### config.mk
export PLATFORM = sky130hd
export DESIGN_NAME = jk_bank_ctrl
export DESIGN_NICKNAME = d
export VERILOG_FILES = /design/src/rtl/jk_ctrl_pkg.sv /design/src/rtl/jk_cell.sv /design/src/rtl/jk_bank_ctrl.sv
export SDC_FILE = /design/constraint.sdc
export NUM_CORES = 1
export LEC_CHECK = 0
export ABC_AREA = 1
export BUFFER_PORTS_ARGS = -buffer_cell sky130_fd_sc_hd__buf_2
export CELL_PAD_IN_SITES_DETAIL_PLACEMENT = 1
export CELL_PAD_IN_SITES_GLOBAL_PLACEMENT = 2
export CORE_MARGIN = 2
export CORE_UTILIZATION = 31
export DETAILED_ROUTE_END_ITERATION = 6
export PLACE_DENSITY_LB_ADDON = 0.1
export SETUP_SLACK_MARGIN = 0.02
export SYNTH_ARGS = -nofsm -noshare
export SYNTH_HDL_FRONTEND = slang
export SYNTH_SLANG_ARGS = --single-unit
### constraint.sdc
create_clock -name clk -period 5.2 [get_ports clk]
set_input_delay 0.78 -clock clk [delete_from_list [all_inputs] [get_ports clk]]
set_output_delay 0.78 -clock clk [all_outputs]
set_load 0.005 [all_outputs]
### src/rtl/jk_ctrl_pkg.sv
// Shared definitions for the JK bank controller: command encodings, FSM state type and the
// command-to-{J,K} mapping used to drive a cell.
package jk_ctrl_pkg;

    // Command encoding is the {J,K} pair itself
    localparam logic [1:0] OpHold = 2'b00;
    localparam logic [1:0] OpClr  = 2'b01;
    localparam logic [1:0] OpSet  = 2'b10;
    localparam logic [1:0] OpTgl  = 2'b11;

    typedef enum logic [1:0] {
        StIdle,
        StExec,
        StAck
    } state_e;

    // Returns {J,K} for a command
    function automatic logic [1:0] op_to_jk(input logic [1:0] op);
        logic [1:0] jk;
        case (op)
            OpHold:  jk = 2'b00;
            OpClr:   jk = 2'b01;
            OpSet:   jk = 2'b10;
            default: jk = 2'b11;
        endcase
        return jk;
    endfunction

endpackage

### src/rtl/jk_cell.sv
// Single JK flip-flop built on an SR core. The JK-to-SR mapping S = J & ~q, R = K & q means
// the SR stage can never see S = R = 1, so every J/K combination is a legal drive.
//   clk_i  : clock, rising edge
//   rst_ni : asynchronous active-low reset, clears the cell
//   j_i    : J input
//   k_i    : K input
//   q_o    : stored bit
module jk_cell (
    input  logic clk_i,
    input  logic rst_ni,
    input  logic j_i,
    input  logic k_i,
    output logic q_o
);

    logic q_q;
    logic q_d;
    logic s;
    logic r;

    always_comb begin
        s   = j_i & ~q_q;
        r   = k_i & q_q;
        q_d = q_q;
        if (s) begin
            q_d = 1'b1;
        end else if (r) begin
            q_d = 1'b0;
        end
    end

    always_ff @(posedge clk_i or negedge rst_ni) begin
        if (!rst_ni) begin
            q_q <= 1'b0;
        end else begin
            q_q <= q_d;
        end
    end

    assign q_o = q_q;

endmodule

### src/rtl/jk_bank_ctrl.sv
// Round-robin command controller sharing a bank of WIDTH JK cells among NREQ requesters.
// Each transaction runs IDLE (arbitrate + latch) -> EXEC (drive one cell) -> ACK (pulse).
//   clk      : clock, rising edge
//   rst      : asynchronous active-low reset
//   req      : per-requester request level
//   op       : per-requester command, slice i = op[2i+1:2i]
//   addr     : per-requester cell index, slice i = addr[AW*i +: AW]
//   ack      : one-cycle completion pulse to the served requester
//   rdata    : addressed cell value after the update, valid while ack is nonzero
//   grant_id : index of the requester being served
//   busy     : high in EXEC and ACK
//   q        : live bank contents
module jk_bank_ctrl
    import jk_ctrl_pkg::*;
#(
    parameter int unsigned NREQ  = 4,
    parameter int unsigned WIDTH = 8,
    parameter int unsigned AW    = $clog2(WIDTH)
) (
    input  logic                     clk,
    input  logic                     rst,
    input  logic [NREQ-1:0]          req,
    input  logic [2*NREQ-1:0]        op,
    input  logic [AW*NREQ-1:0]       addr,
    output logic [NREQ-1:0]          ack,
    output logic                     rdata,
    output logic [$clog2(NREQ)-1:0]  grant_id,
    output logic                     busy,
    output logic [WIDTH-1:0]         q
);

    localparam int unsigned IW = $clog2(NREQ);

    state_e          state_q, state_d;
    logic [IW-1:0]   ptr_q, ptr_d;
    logic [IW-1:0]   grant_q, grant_d;
    logic [1:0]      op_q, op_d;
    logic [AW-1:0]   addr_q, addr_d;
    logic [NREQ-1:0] ack_q, ack_d;
    logic            rdata_q, rdata_d;
    logic            busy_q, busy_d;

    logic            found;
    logic [IW-1:0]   pick;
    logic [IW-1:0]   idx;
    logic [1:0]      jk;
    logic            in_range;
    logic            cur_bit;
    logic            new_bit;
    logic [WIDTH-1:0] j_vec;
    logic [WIDTH-1:0] k_vec;

    // First set request at or above the pointer, wrapping around
    always_comb begin
        found = 1'b0;
        pick  = ptr_q;
        idx   = '0;
        for (int unsigned i = 0; i < NREQ; i++) begin
            idx = IW'((32'(ptr_q) + i) % NREQ);
            if (!found && req[idx]) begin
                found = 1'b1;
                pick  = idx;
            end
        end
    end

    // Cell drive: only the latched cell sees the latched op, and only in EXEC
    always_comb begin
        jk       = op_to_jk(op_q);
        in_range = 32'(addr_q) < WIDTH;
        cur_bit  = 1'b0;
        j_vec    = '0;
        k_vec    = '0;
        for (int unsigned c = 0; c < WIDTH; c++) begin
            if (32'(addr_q) == c) begin
                cur_bit = q[c];
                if (state_q == StExec) begin
                    j_vec[c] = jk[1];
                    k_vec[c] = jk[0];
                end
            end
        end
        // Value the cell will hold after the EXEC edge, so rdata lines up with ack
        new_bit = (jk[1] & ~cur_bit) ? 1'b1 : ((jk[0] & cur_bit) ? 1'b0 : cur_bit);
    end

    always_comb begin
        state_d = state_q;
        ptr_d   = ptr_q;
        grant_d = grant_q;
        op_d    = op_q;
        addr_d  = addr_q;
        ack_d   = '0;
        rdata_d = rdata_q;
        busy_d  = busy_q;
        case (state_q)
            StIdle: begin
                if (found) begin
                    state_d = StExec;
                    grant_d = pick;
                    busy_d  = 1'b1;
                    for (int unsigned i = 0; i < NREQ; i++) begin
                        if (IW'(i) == pick) begin
                            op_d   = op[2*i +: 2];
                            addr_d = addr[AW*i +: AW];
                        end
                    end
                end
            end
            StExec: begin
                state_d        = StAck;
                busy_d         = 1'b1;
                ack_d[grant_q] = 1'b1;
                rdata_d        = in_range ? new_bit : 1'b0;
            end
            StAck: begin
                state_d = StIdle;
                busy_d  = 1'b0;
                ptr_d   = (32'(grant_q) == NREQ - 1) ? '0 : grant_q + 1'b1;
            end
            default: begin
                state_d = StIdle;
                busy_d  = 1'b0;
            end
        endcase
    end

    always_ff @(posedge clk or negedge rst) begin
        if (!rst) begin
            state_q <= StIdle;
            ptr_q   <= '0;
            grant_q <= '0;
            op_q    <= OpHold;
            addr_q  <= '0;
            ack_q   <= '0;
            rdata_q <= 1'b0;
            busy_q  <= 1'b0;
        end else begin
            state_q <= state_d;
            ptr_q   <= ptr_d;
            grant_q <= grant_d;
            op_q    <= op_d;
            addr_q  <= addr_d;
            ack_q   <= ack_d;
            rdata_q <= rdata_d;
            busy_q  <= busy_d;
        end
    end

    for (genvar c = 0; c < WIDTH; c++) begin : g_cell
        jk_cell u_cell (
            .clk_i  (clk),
            .rst_ni (rst),
            .j_i    (j_vec[c]),
            .k_i    (k_vec[c]),
            .q_o    (q[c])
        );
    end

    assign ack      = ack_q;
    assign rdata    = rdata_q;
    assign grant_id = grant_q;
    assign busy     = busy_q;

endmodule

==> flow_summary.yaml <==
outcome:
  outcome: "finished, final reports clean"
clock_tree:
  clk_pin_slew_worst_paths_ns: 0.08
  cts_resized: 0
  cts.path.max_buffers: 2
  cts_root_buffer: "clkbuf_8"
  cts_tree: "yes"
  clock-sinks: 25
  cts_max_level: 1
  cts_hold_buf: 0
  cts_buffers: 3
  cts_setup_buffers: 0
  clkLatencyLatePin_ns: 0.27
worst_setup_path:
  crit_path_end_kind: "register"
  worstPathMaxFanout: 13
  critical_path_class: "register to register"
  critPathLaunchType: "register"
  cp.required_ns: 5.37
  arrival_ns: 2.47
  crit_path_start: "ptr_q[0]"
  timing.rr.start: "ptr_q[0]"
placed_design:
  post_dp_cell_area_mm2: 0.00196
  place_congestion: 0.799
  port_buffers: 41
  dpl.hpwl_um: 3350
finish:
  design_area_mm2: 0.00201
  drive_above_1_share_pct: 20.8
  fillers: 741
  final_core_utilization_pct: 36.7
  fin_nets: 320
  area_delta_synth_final_pct: 14.7
  num_antenna_cells: 0
yosys:
  synth_edf_count: 0
  synth-seq-cells: 25
  yosys_warnings: 0
  synth_ff_type: "dfrtp_1"
  synth_cells: 255
  synthesis.area_mm2: 0.00175
  synthArstFlopShare_pct: 100
  postSynthAreaPerCell_um2: 6.86
  synth_seq_area_share_pct: 35.7
  synth.net_count: 285
  synthDistinctLibCells: 24
min_path:
  hp-class: "register to register"
  min_from: "state_q[1]"
timing:
  setup_tns_ns: 0
  fin_skew_ns: 0.00252
  hold_violations: 0
  slew_violations: 0
  finalCritPeriodShare_pct: 44.4
  fin_crit_ns: 2.31
  fmax_mhz: 434
  rsz0062_at_grt: "false"
  worst_slew_pin_slew_ns: 0.558
  finalSetupViolations: 0
  relSlewSlack_pct: 62.8
global_routing:
  overflow: 0
  grt_max_degree: 26
  grt_pass1_wl_um: 7450
  grt_pass1_vias: 1664
  grt_use_total_pct: 14.7
  antenna_found_initial: 0
run:
  maxCapViolations: 0
route:
  wl_per_cell_um: 11.7
  vias: 1647
  postRouteAntennaNets: 0
  drc: 0
  drt-total-wl_um: 4230
  vias_per_cell: 4.56
  first_pass_iters: 4
  drt_iter0_markers: 45
floorplan:
  fp-row-count: 27
  die_h_um: 79.1
  start_util_pct: 32.0
  dieArea_mm2: 0.00626
  core_area_mm2: 0.00547
  die_width_um: 79.1
  io_pins: 42
power_and_ir_drop:
  powerDensity_mw_per_mm2: 683
  vdd_drop_max_mv: 0.201
  leakage_nw: 1.15
  power_w: 0.00137
==> sequential cells by signal (all words and copies together), names as in the netlist <==
| name | flops |
|---|---|
| g_cell.u_cell.q_o | 8 |
| ack | 4 |
| state_q | 2 |
| addr_q | 3 |
| rdata | 1 |
| ptr_q | 2 |
| busy | 1 |
| grant_id | 2 |
| op_q | 2 |
==> routing by layer <==
layer | global-route usage (%) | routed length [µm] | vias up
met1 | 20.3 | 2120 | 746
li1 | - | - | 864
met4 | 2.07 | 27 | 0
met5 | 0 | 0 | -
met2 | 24.2 | 1870 | 33
met3 | 3.07 | 213 | 4
==> final timing paths <==
check	endpoint	slack (ns)	cells past startpoint
hold reg to reg	state_q[1]	0.48	1
setup reg to reg	addr_q[1]	2.89	15
setup / recovery	addr_q[1]	2.89	15
min in group asynchronous	ack[3]	0.49	1
hold / removal	state_q[1]	0.48	1
max in group asynchronous	op_q[1]	4.34	1
==> layout make-up <==
class                           count  area (µm²)  share of cell area, %
Tap cell                           72        90.1                   4.49
Clock buffer                        4        45.0                   2.24
Sequential cell                    25         626                   31.2
Timing Repair Buffer               41         205                   10.2
Inverter                           46         173                   8.60
Multi-Input combinational cell    173         870                   43.3
==> power breakdown <==
part           switching [W]  total, W  internal [W]
Combinational       0.000581  0.000878      0.000297
Clock              0.0000601  0.000115     0.0000548
Sequential         0.0000916  0.000379      0.000287
Total               0.000733   0.00137      0.000639
==> through the flow <==
stage          instances  hold WS [ns]  worst slack (ns)
3_5_place_dp         357         0.469              2.81
4_1_cts              361         0.480              2.82
6_report             361         0.475              2.89
5_1_grt              361         0.506              2.54
2_1_floorplan        255         0.436              3.23
3_3_place_gp         357         0.468              2.84
==> cells in the final DEF, fill, tap and decap left out, drive strengths merged <==
master,synthesis,routed
nand3,23,23
dfrtp,25,25
nand2,83,83
o21ai,17,17
a22oi,1,1
clkbuf,0,4
nor4,1,1
a21oi,8,8
ha,4,4
a31oi,3,3
o31ai,1,1
buf,11,41
nand4,7,7
nand3b,1,1
nor3,6,6
nor2,18,18
inv,46,46
==> kinds of logic (layout without fill, tap and decap cells) <==
kind of cell    after synthesis  count (layout)  synth area share, %
fa+ha+maj                     4               4                 2.86
simple gates                139             139                 37.5
compound gates               30              30                 9.29
buf+inv                      57              91                 14.6
flops                        25              25                 35.7
==> critical path, stage by stage, from the launching register on <==
cell and delay [ns]:
dfrtp_1 0.61, inv_2 0.22, nand2_1 0.12, nand2_2 0.10
nand2_2 0.09, nand2_4 0.06, nor2_4 0.12, nand3_1 0.08
nand2_1 0.08, nand2_2 0.16, nand3_1 0.23, nand2_1 0.07
nand3_1 0.08, nand2_1 0.05, nand2_1 0.06, nand2_1 0.05
==> synthesized netlist by cell type, drive strengths merged (3+ instances only) <==
| cell type | n | share of area, % |
|---|---|---|
| a21oi | 8 | 2.3 |
| buf | 11 | 4.7 |
| nor3 | 6 | 1.7 |
| inv | 46 | 9.9 |
| a31oi | 3 | 1.1 |
| dfrtp | 25 | 36 |
| nand2 | 83 | 20 |
| o21ai | 17 | 5.1 |
| nand4 | 7 | 3.4 |
| nand3 | 23 | 7.1 |
| ha | 4 | 2.9 |
| nor2 | 18 | 4.3 |
No activity file was read; power rests on OpenSTA's default activity.
